--- src/rtl/mem_access_unit.sv ---
// mem_access_unit: turns CPU load/store requests into word transactions on a
// data RAM with one combinational read port and one synchronous write port.
// Loads are lane-selected and extended; sub-word stores do read-modify-write.
module mem_access_unit #(
    parameter int ADDR_W = 32
) (
    input  logic              clk,
    input  logic              rst,
    input  logic              req_valid,
    input  logic [2:0]        req_op,
    input  logic [ADDR_W-1:0] req_addr,
    input  logic [31:0]       req_wdata,
    output logic              ready,
    output logic              done,
    output logic              err,
    output logic [31:0]       rdata,
    output logic              ram_we,
    output logic [ADDR_W-1:0] ram_addr,
    output logic [31:0]       ram_wdata,
    input  logic [31:0]       ram_rdata
);

    localparam logic [2:0] OP_LW  = 3'b000;
    localparam logic [2:0] OP_LH  = 3'b001;
    localparam logic [2:0] OP_LHU = 3'b010;
    localparam logic [2:0] OP_LB  = 3'b011;
    localparam logic [2:0] OP_LBU = 3'b100;
    localparam logic [2:0] OP_SW  = 3'b101;
    localparam logic [2:0] OP_SH  = 3'b110;
    localparam logic [2:0] OP_SB  = 3'b111;

    typedef enum logic [1:0] {
        S_IDLE,
        S_ACCESS,
        S_WRITE,
        S_DONE
    } state_t;

    state_t      r_state;
    logic [2:0]  r_op;
    logic [1:0]  r_lane;
    logic [15:0] r_wdata;
    logic        r_we;

    logic        w_misaligned;
    logic        w_is_load;
    logic [7:0]  w_byte;
    logic [15:0] w_half;
    logic [31:0] w_load;
    logic [31:0] w_merged;

    // The write strobe is masked by reset so a reset edge can never commit a write.
    assign ram_we    = r_we && !rst;
    assign w_is_load = (r_op == OP_LW) || (r_op == OP_LH) || (r_op == OP_LHU) ||
                       (r_op == OP_LB) || (r_op == OP_LBU);

    // Alignment of the incoming request: words need a 4-byte, halves a 2-byte boundary.
    always_comb begin
        w_misaligned = 1'b0;
        case (req_op)
            OP_LW, OP_SW:          w_misaligned = |req_addr[1:0];
            OP_LH, OP_LHU, OP_SH:  w_misaligned = req_addr[0];
            default:               w_misaligned = 1'b0;
        endcase
    end

    // Lane selection and sign/zero extension of the word currently read from RAM.
    always_comb begin
        w_byte = ram_rdata[{r_lane, 3'b000} +: 8];
        w_half = r_lane[1] ? ram_rdata[31:16] : ram_rdata[15:0];
        w_load = ram_rdata;
        case (r_op)
            OP_LH:   w_load = {{16{w_half[15]}}, w_half};
            OP_LHU:  w_load = {16'h0000, w_half};
            OP_LB:   w_load = {{24{w_byte[7]}}, w_byte};
            OP_LBU:  w_load = {24'h000000, w_byte};
            default: w_load = ram_rdata;
        endcase
    end

    // Read-modify-write merge: the fetched word with only the target lane replaced.
    always_comb begin
        w_merged = ram_rdata;
        if (r_op == OP_SB) begin
            w_merged[{r_lane, 3'b000} +: 8] = r_wdata[7:0];
        end else begin
            w_merged[{r_lane[1], 4'b0000} +: 16] = r_wdata;
        end
    end

    // Main controller: all outputs are registered and change only on state transitions.
    always_ff @(posedge clk) begin
        if (rst) begin
            r_state   <= S_IDLE;
            r_op      <= OP_LW;
            r_lane    <= 2'b00;
            r_wdata   <= 16'h0000;
            r_we      <= 1'b0;
            ready     <= 1'b1;
            done      <= 1'b0;
            err       <= 1'b0;
            rdata     <= 32'h0;
            ram_addr  <= '0;
            ram_wdata <= 32'h0;
        end else begin
            case (r_state)
                S_IDLE: begin
                    if (req_valid) begin
                        r_op    <= req_op;
                        r_lane  <= req_addr[1:0];
                        r_wdata <= req_wdata[15:0];
                        rdata   <= 32'h0;
                        ready   <= 1'b0;
                        if (w_misaligned) begin
                            err     <= 1'b1;
                            done    <= 1'b1;
                            r_state <= S_DONE;
                        end else begin
                            err      <= 1'b0;
                            ram_addr <= {req_addr[ADDR_W-1:2], 2'b00};
                            r_state  <= S_ACCESS;
                            if (req_op == OP_SW) begin
                                r_we      <= 1'b1;
                                ram_wdata <= req_wdata;
                            end
                        end
                    end
                end
                S_ACCESS: begin
                    if (w_is_load || (r_op == OP_SW)) begin
                        if (w_is_load) begin
                            rdata <= w_load;
                        end
                        r_we    <= 1'b0;
                        done    <= 1'b1;
                        r_state <= S_DONE;
                    end else begin
                        // The merged word is captured here so the RAM read need not be held.
                        ram_wdata <= w_merged;
                        r_we      <= 1'b1;
                        r_state   <= S_WRITE;
                    end
                end
                S_WRITE: begin
                    r_we    <= 1'b0;
                    done    <= 1'b1;
                    r_state <= S_DONE;
                end
                S_DONE: begin
                    done    <= 1'b0;
                    ready   <= 1'b1;
                    r_state <= S_IDLE;
                end
                default: begin
                    r_we    <= 1'b0;
                    done    <= 1'b0;
                    ready   <= 1'b1;
                    r_state <= S_IDLE;
                end
            endcase
        end
    end

endmodule

--- config.mk ---
export PLATFORM = sky130hd
export DESIGN_NAME = mem_access_unit
export DESIGN_NICKNAME = d
export VERILOG_FILES = /design/src/rtl/mem_access_unit.sv
export SDC_FILE = /design/constraint.sdc
export NUM_CORES = 1
export LEC_CHECK = 0
export CORE_MARGIN = 2
export CORE_UTILIZATION = 30
export DETAILED_ROUTE_END_ITERATION = 6
export PLACE_DENSITY = 0.59
export SLEW_MARGIN = 25
export SYNTH_ARGS = -nofsm -noshare
export SYNTH_HDL_FRONTEND = slang
export SYNTH_SLANG_ARGS = --single-unit
--- constraint.sdc ---
create_clock -name clk -period 3.3 [get_ports clk]
set_input_delay 0.495 -clock clk [delete_from_list [all_inputs] [get_ports clk]]
set_output_delay 0.495 -clock clk [all_outputs]
set_load 0.1 [all_outputs]
[Word level (Yosys, flattened, before mapping)]
Index checks and enable logic that the tools add are counted.
Cells by class
  add/sub/neg operators: 2
  eq/ne operators: 20
  shifts and indexed selects: 5
  muxes and demuxes: 31
  bitwise operators: 1
  reductions and logical operators: 23
Operator list (number)
  2-to-1 mux 32 bit: 8
  one-hot mux 32 bit (2 select lines): 2
  one-hot mux 32 bit (4 select lines): 1
  bitwise mux 32 bit: 2
  variable shift 16 x 7 -> 32 bit (first input constant): 1
  variable shift 8 x 7 -> 32 bit (first input constant): 1
  indexed part select 16 x 7 -> 32 bit: 1
  indexed part select 32 x 6 -> 8 bit: 1
  indexed part select 8 x 7 -> 32 bit: 1
  2-to-1 mux 16 bit: 1
  == test 3 bit (second input constant): 5
  inequality test 2 bit (second input constant): 7
  negator 5 -> 7 bit: 2
  2-to-1 mux 1 bit: 10
  == test 3 x 2 -> 1 bit (second input constant): 3
  one-hot mux 2 bit (4 select lines): 1
  AND reduction 4 bit: 2
  == test 3 x 1 -> 1 bit (second input constant): 2
  logical NOT 3 bit: 2
  AND reduction 3 bit: 2
  logical OR 1 bit: 5
  AND reduction 5 bit: 1
  == test 2 bit (second input constant): 2
  2-to-1 mux 2 bit: 2
  other kinds (13): 17
Word-level totals
  register bits after elaboration: 121
  input port bits: 102
  output and inout bits: 100
  logic and storage cells: 93

[Longest topological paths before layout]
  depth after elaboration: 8
  gate-level depth with buffers: 9
  depth with buffers taken out: 6

[Worst setup path after synthesis]
Ideal clock, no wire load.
  path type: input port to output port
  start point: input port rst
  end point: output port ram_we
  data arrival time: 2.217 ns
  required time: 2.805 ns
  slack: 0.588 ns
  cell stages on the path: 3
  buffers on the path: 2
  cells stage by stage: clkbuf_1 clkbuf_1 nor2b_1
Between the ends
  cells in the longest elaborated chain, start to end: 2
RTL lines
  from (decl): RTL line 8  | input logic rst,
  logical NOT 1 bit: RTL line 53  | assign ram_we = r_we && !rst;
  logical AND 1 bit: RTL line 53
  to (decl): RTL line 17  | output logic ram_we,
Every way passes these cells.

[Worst setup path after layout]
  start point: register ram_wdata[13]
  end point: output port ram_wdata[13]
RTL lines
  from (decl): RTL line 19  | output logic [31:0] ram_wdata,
  from (signal assigned): RTL line 124  | ram_wdata <= req_wdata;
  from (signal assigned): RTL line 139  | ram_wdata <= w_merged;
No word-level cell between the ends.

==> impl_metrics.json <==
{
  "final_nets": 1091,
  "setup_viol": 0,
  "p_switching_mw": 4.199,
  "dpl.hpwl_mm": 17.29,
  "yosys.cell_types.count": 56,
  "ys_warn_count": 0,
  "antenna-diode-count": 0,
  "io_buffers": 199,
  "min_period_ns": 2.433,
  "utilization_pct": 42.88,
  "status": "finished with violations",
  "n_fill_cell": 2181,
  "hold_violations": 0,
  "pwr-share-clk_pct": 23.5,
  "synth_edf_count": 0,
  "antenna_found_initial": 0,
  "ioPinCount": 202,
  "routed_wl_mm": 24.74,
  "ys_seq_elements": 121,
  "seq_power_share_pct": 24.5,
  "dr.pass1.iters": 7,
  "place_congestion": 0.8521,
  "cts_max_level": 4,
  "grt_pass1_wl_mm": 38.29,
  "area_growth_pct": 40.66,
  "clkLatencyLatePin_ns": 0.42,
  "grt-ovfl-total": 0,
  "num_vias": 7034,
  "drcViolationCount": 1,
  "drive_above_1_share_pct": 9.970,
  "clk_pin_slew_ns": 0.06,
  "cts_tree": "built",
  "fp-row-count": 54,
  "drv_cap": 0,
  "regArea_um2": 2425,
  "worstMarginPinSlew_ns": 1.003,
  "required_ns": 2.80,
  "cts_resized": 0,
  "post_cts_buffers": 0,
  "cp-start-kind": "flop",
  "wire_per_inst_um": 19.43,
  "hold_buffers": 0,
  "cts_root_buffer": "clkbuf_16",
  "drt_iter0_drc": 622,
  "critPathArrivalTime_ns": 1.94,
  "max_stage_delay_ns": 1.15,
  "coreArea_um2": 21820,
  "finalSetupTns_ns": 0,
  "comb_power_share_pct": 52.0,
  "ant_nets": 0,
  "die_area_um2": 23380,
  "grtUsageTotal_pct": 20.37,
  "synth_seq_area_share_pct": 36.41,
  "die_h_um": 152.9,
  "grt_max_degree": 65,
  "via_per_inst": 5.526,
  "die_w_um": 152.9,
  "synth_area_um2": 6653,
  "cts_sinks": 121,
  "postSynthCellCount": 826,
  "crit_chain": "clkdlybuf4s50_1",
  "skew_ns": 0.01008,
  "cts_made_buffers": 17,
  "critPathTopFamily": "buffers and inverters",
  "criticalPathCategory": "flop to primary output",
  "path_max_fanout": 2,
  "p_int_mw": 4.117,
  "hold_class": "flop to flop",
  "sw_frac_of_total_pct": 50.49,
  "cts_max_path_buffers": 2,
  "path_buf_inv": 1,
  "violations": "design-rule violations",
  "initial_core_util_pct": 30.48,
  "p_per_area_nw_per_um2": 888.6,
  "fmax_mhz": 411.0,
  "ir_drop_mv": 0.3908,
  "async_flop_share_pct": 0,
  "p_leak_nw": 3.236,
  "relSlewSlack_pct": 32.94,
  "avgSynthCellArea_um2": 8.054,
  "end_kind": "primary output",
  "fin_crit_sh_pct": 73.74,
  "synth_ff_type": "dfxtp_1",
  "multi_input_area_um2": 3770,
  "slowest_stage": "clkdlybuf4s50_1",
  "grt_pass1_vias": 6515,
  "final-max-slew-violation-count": 0,
  "rsz0062_at_grt": "false"
}
[placed cells by master, fill, tap and decap left out, types with 2 or more instances in the layout]
cell and n:
nor3b_1 4, o211ai_1 4, a31oi_1 7, a211oi_1 39, o31ai_1 14, nand2b_1 4
a22oi_1 32, nand4b_1 6, o21ai_1 3, mux2i_1 37, inv_1 23, o32ai_1 6
ha_1 9, conb_1 2, a311oi_1 2, and2_1 2, inv_6 3, clkdlybuf4s50_1 170
buf_4 52, nand3_1 34, clkinvlp_4 5, nand2_1 82, nor4bb_1 3, o21ai_0 52
dfxtp_2 2, dfxtp_1 119, or2_2 3, a221o_1 33, and4b_1 2, bufinv_16 3
and4_1 8, o21bai_1 2, clkbuf_16 17, o2bb2ai_1 9, a21oi_1 141, nor2_1 28
[per-stage QoR]
stage | total power, mW | worst slack (ns) | hold WS [ns] | instance area, um^2 | std cells
floorplan | 5.276 | 0.5882 | 0.4483 | 6656 | 827
detailed placement | 6.382 | 0.6754 | 0.4453 | 8746 | 1241
global route | 8.720 | 0.8100 | 0.4782 | 9358 | 1273
CTS | 8.361 | 0.8497 | 0.4554 | 9356 | 1273
global placement | 6.368 | 0.7768 | 0.4378 | 8746 | 1241
finish | 8.315 | 0.8667 | 0.4531 | 9358 | 1273
[synthesized netlist by cell type, types with 3 or more instances]
| cell | n | share of area (%) |
|---|---|---|
| nor4bb_1 | 3 | 0.45 |
| o31ai_1 | 14 | 1.6 |
| and2_1 | 3 | 0.28 |
| nor2_1 | 28 | 1.6 |
| mux2i_1 | 37 | 5.6 |
| o21ai_0 | 52 | 3.9 |
| a21oi_1 | 141 | 11 |
| clkbuf_1 | 57 | 3.2 |
| o2bb2ai_1 | 9 | 1.2 |
| ha_1 | 9 | 1.7 |
| buf_1 | 9 | 0.51 |
| dfxtp_1 | 121 | 36 |
| nor3b_1 | 4 | 0.45 |
| nand2b_1 | 4 | 0.38 |
| a221o_1 | 33 | 5.0 |
| and4_1 | 8 | 1.1 |
| o32ai_1 | 6 | 0.79 |
| o21ai_1 | 3 | 0.23 |
| buf_6 | 3 | 0.51 |
| o211ai_1 | 4 | 0.45 |
| a211oi_1 | 39 | 4.4 |
| nand4b_1 | 6 | 0.79 |
| or2_2 | 3 | 0.28 |
| buf_2 | 18 | 1.4 |
| nand3_1 | 35 | 2.6 |
| a31oi_1 | 8 | 0.75 |
| a22oi_1 | 32 | 3.6 |
| nand2_1 | 82 | 4.6 |
| inv_1 | 24 | 1.4 |
[flip-flops by register name, indices dropped and copies added (netlist names)]
| signal | count |
|---|---|
| rdata | 32 |
| r_lane | 2 |
| r_state | 2 |
| r_we | 1 |
| ram_addr | 30 |
| r_wdata | 16 |
| r_op | 3 |
| ram_wdata | 32 |
| err | 1 |
| ready | 1 |
| done | 1 |
[cells by family after synthesis]
kind of cell | Yosys count | synth area share, %
xor+xnor | 1 | 0.1317
mux | 39 | 6.075
flops | 121 | 36.41
simple gates | 185 | 13.73
buf+inv | 113 | 7.166
other cells | 1 | 0.05637
compound gates | 357 | 34.74
fa+ha+maj | 9 | 1.693
[power groups by stage]
| stage | clock (mW) | sequential (mW) | combinational, mW |
|---|---|---|---|
| final | 1.96 | 2.04 | 4.32 |
| after global placement | 0 | 2.06 | 4.31 |
| after detailed placement | 0 | 2.06 | 4.32 |
| after floorplan | 0 | 3.78 | 1.50 |
| after global routing | 2.07 | 2.08 | 4.58 |
| after CTS | 2.00 | 2.03 | 4.33 |
[worst paths after layout]
path | startpoint | to | slack, ns | cells after the start
setup / recovery | ram_wdata[13] | ram_wdata[13] | 0.87 | 1
hold / removal | err | err | 0.45 | 2
setup reg to reg | r_lane[0] | ram_wdata[15] | 0.99 | 6
hold reg to reg | err | err | 0.45 | 2
[layout make-up]
cell class              instances  share of cell area, %
multi-input cells             593                  40.29
flip-flops and latches        121                  25.91
repair buffers                223                  22.57
clock buffers                  19                  4.733
well taps                     280                  3.744
clock inverters                13                  1.792
inverters                      24                 0.9627
[layer usage]
metal,GRT usage [%],part of all wire (%)
met1,28.13,44
met2,31.13,45
met3,6.011,8.3
met4,5.247,2.0
met5,0,0
(Power assumes the default switching activity.)
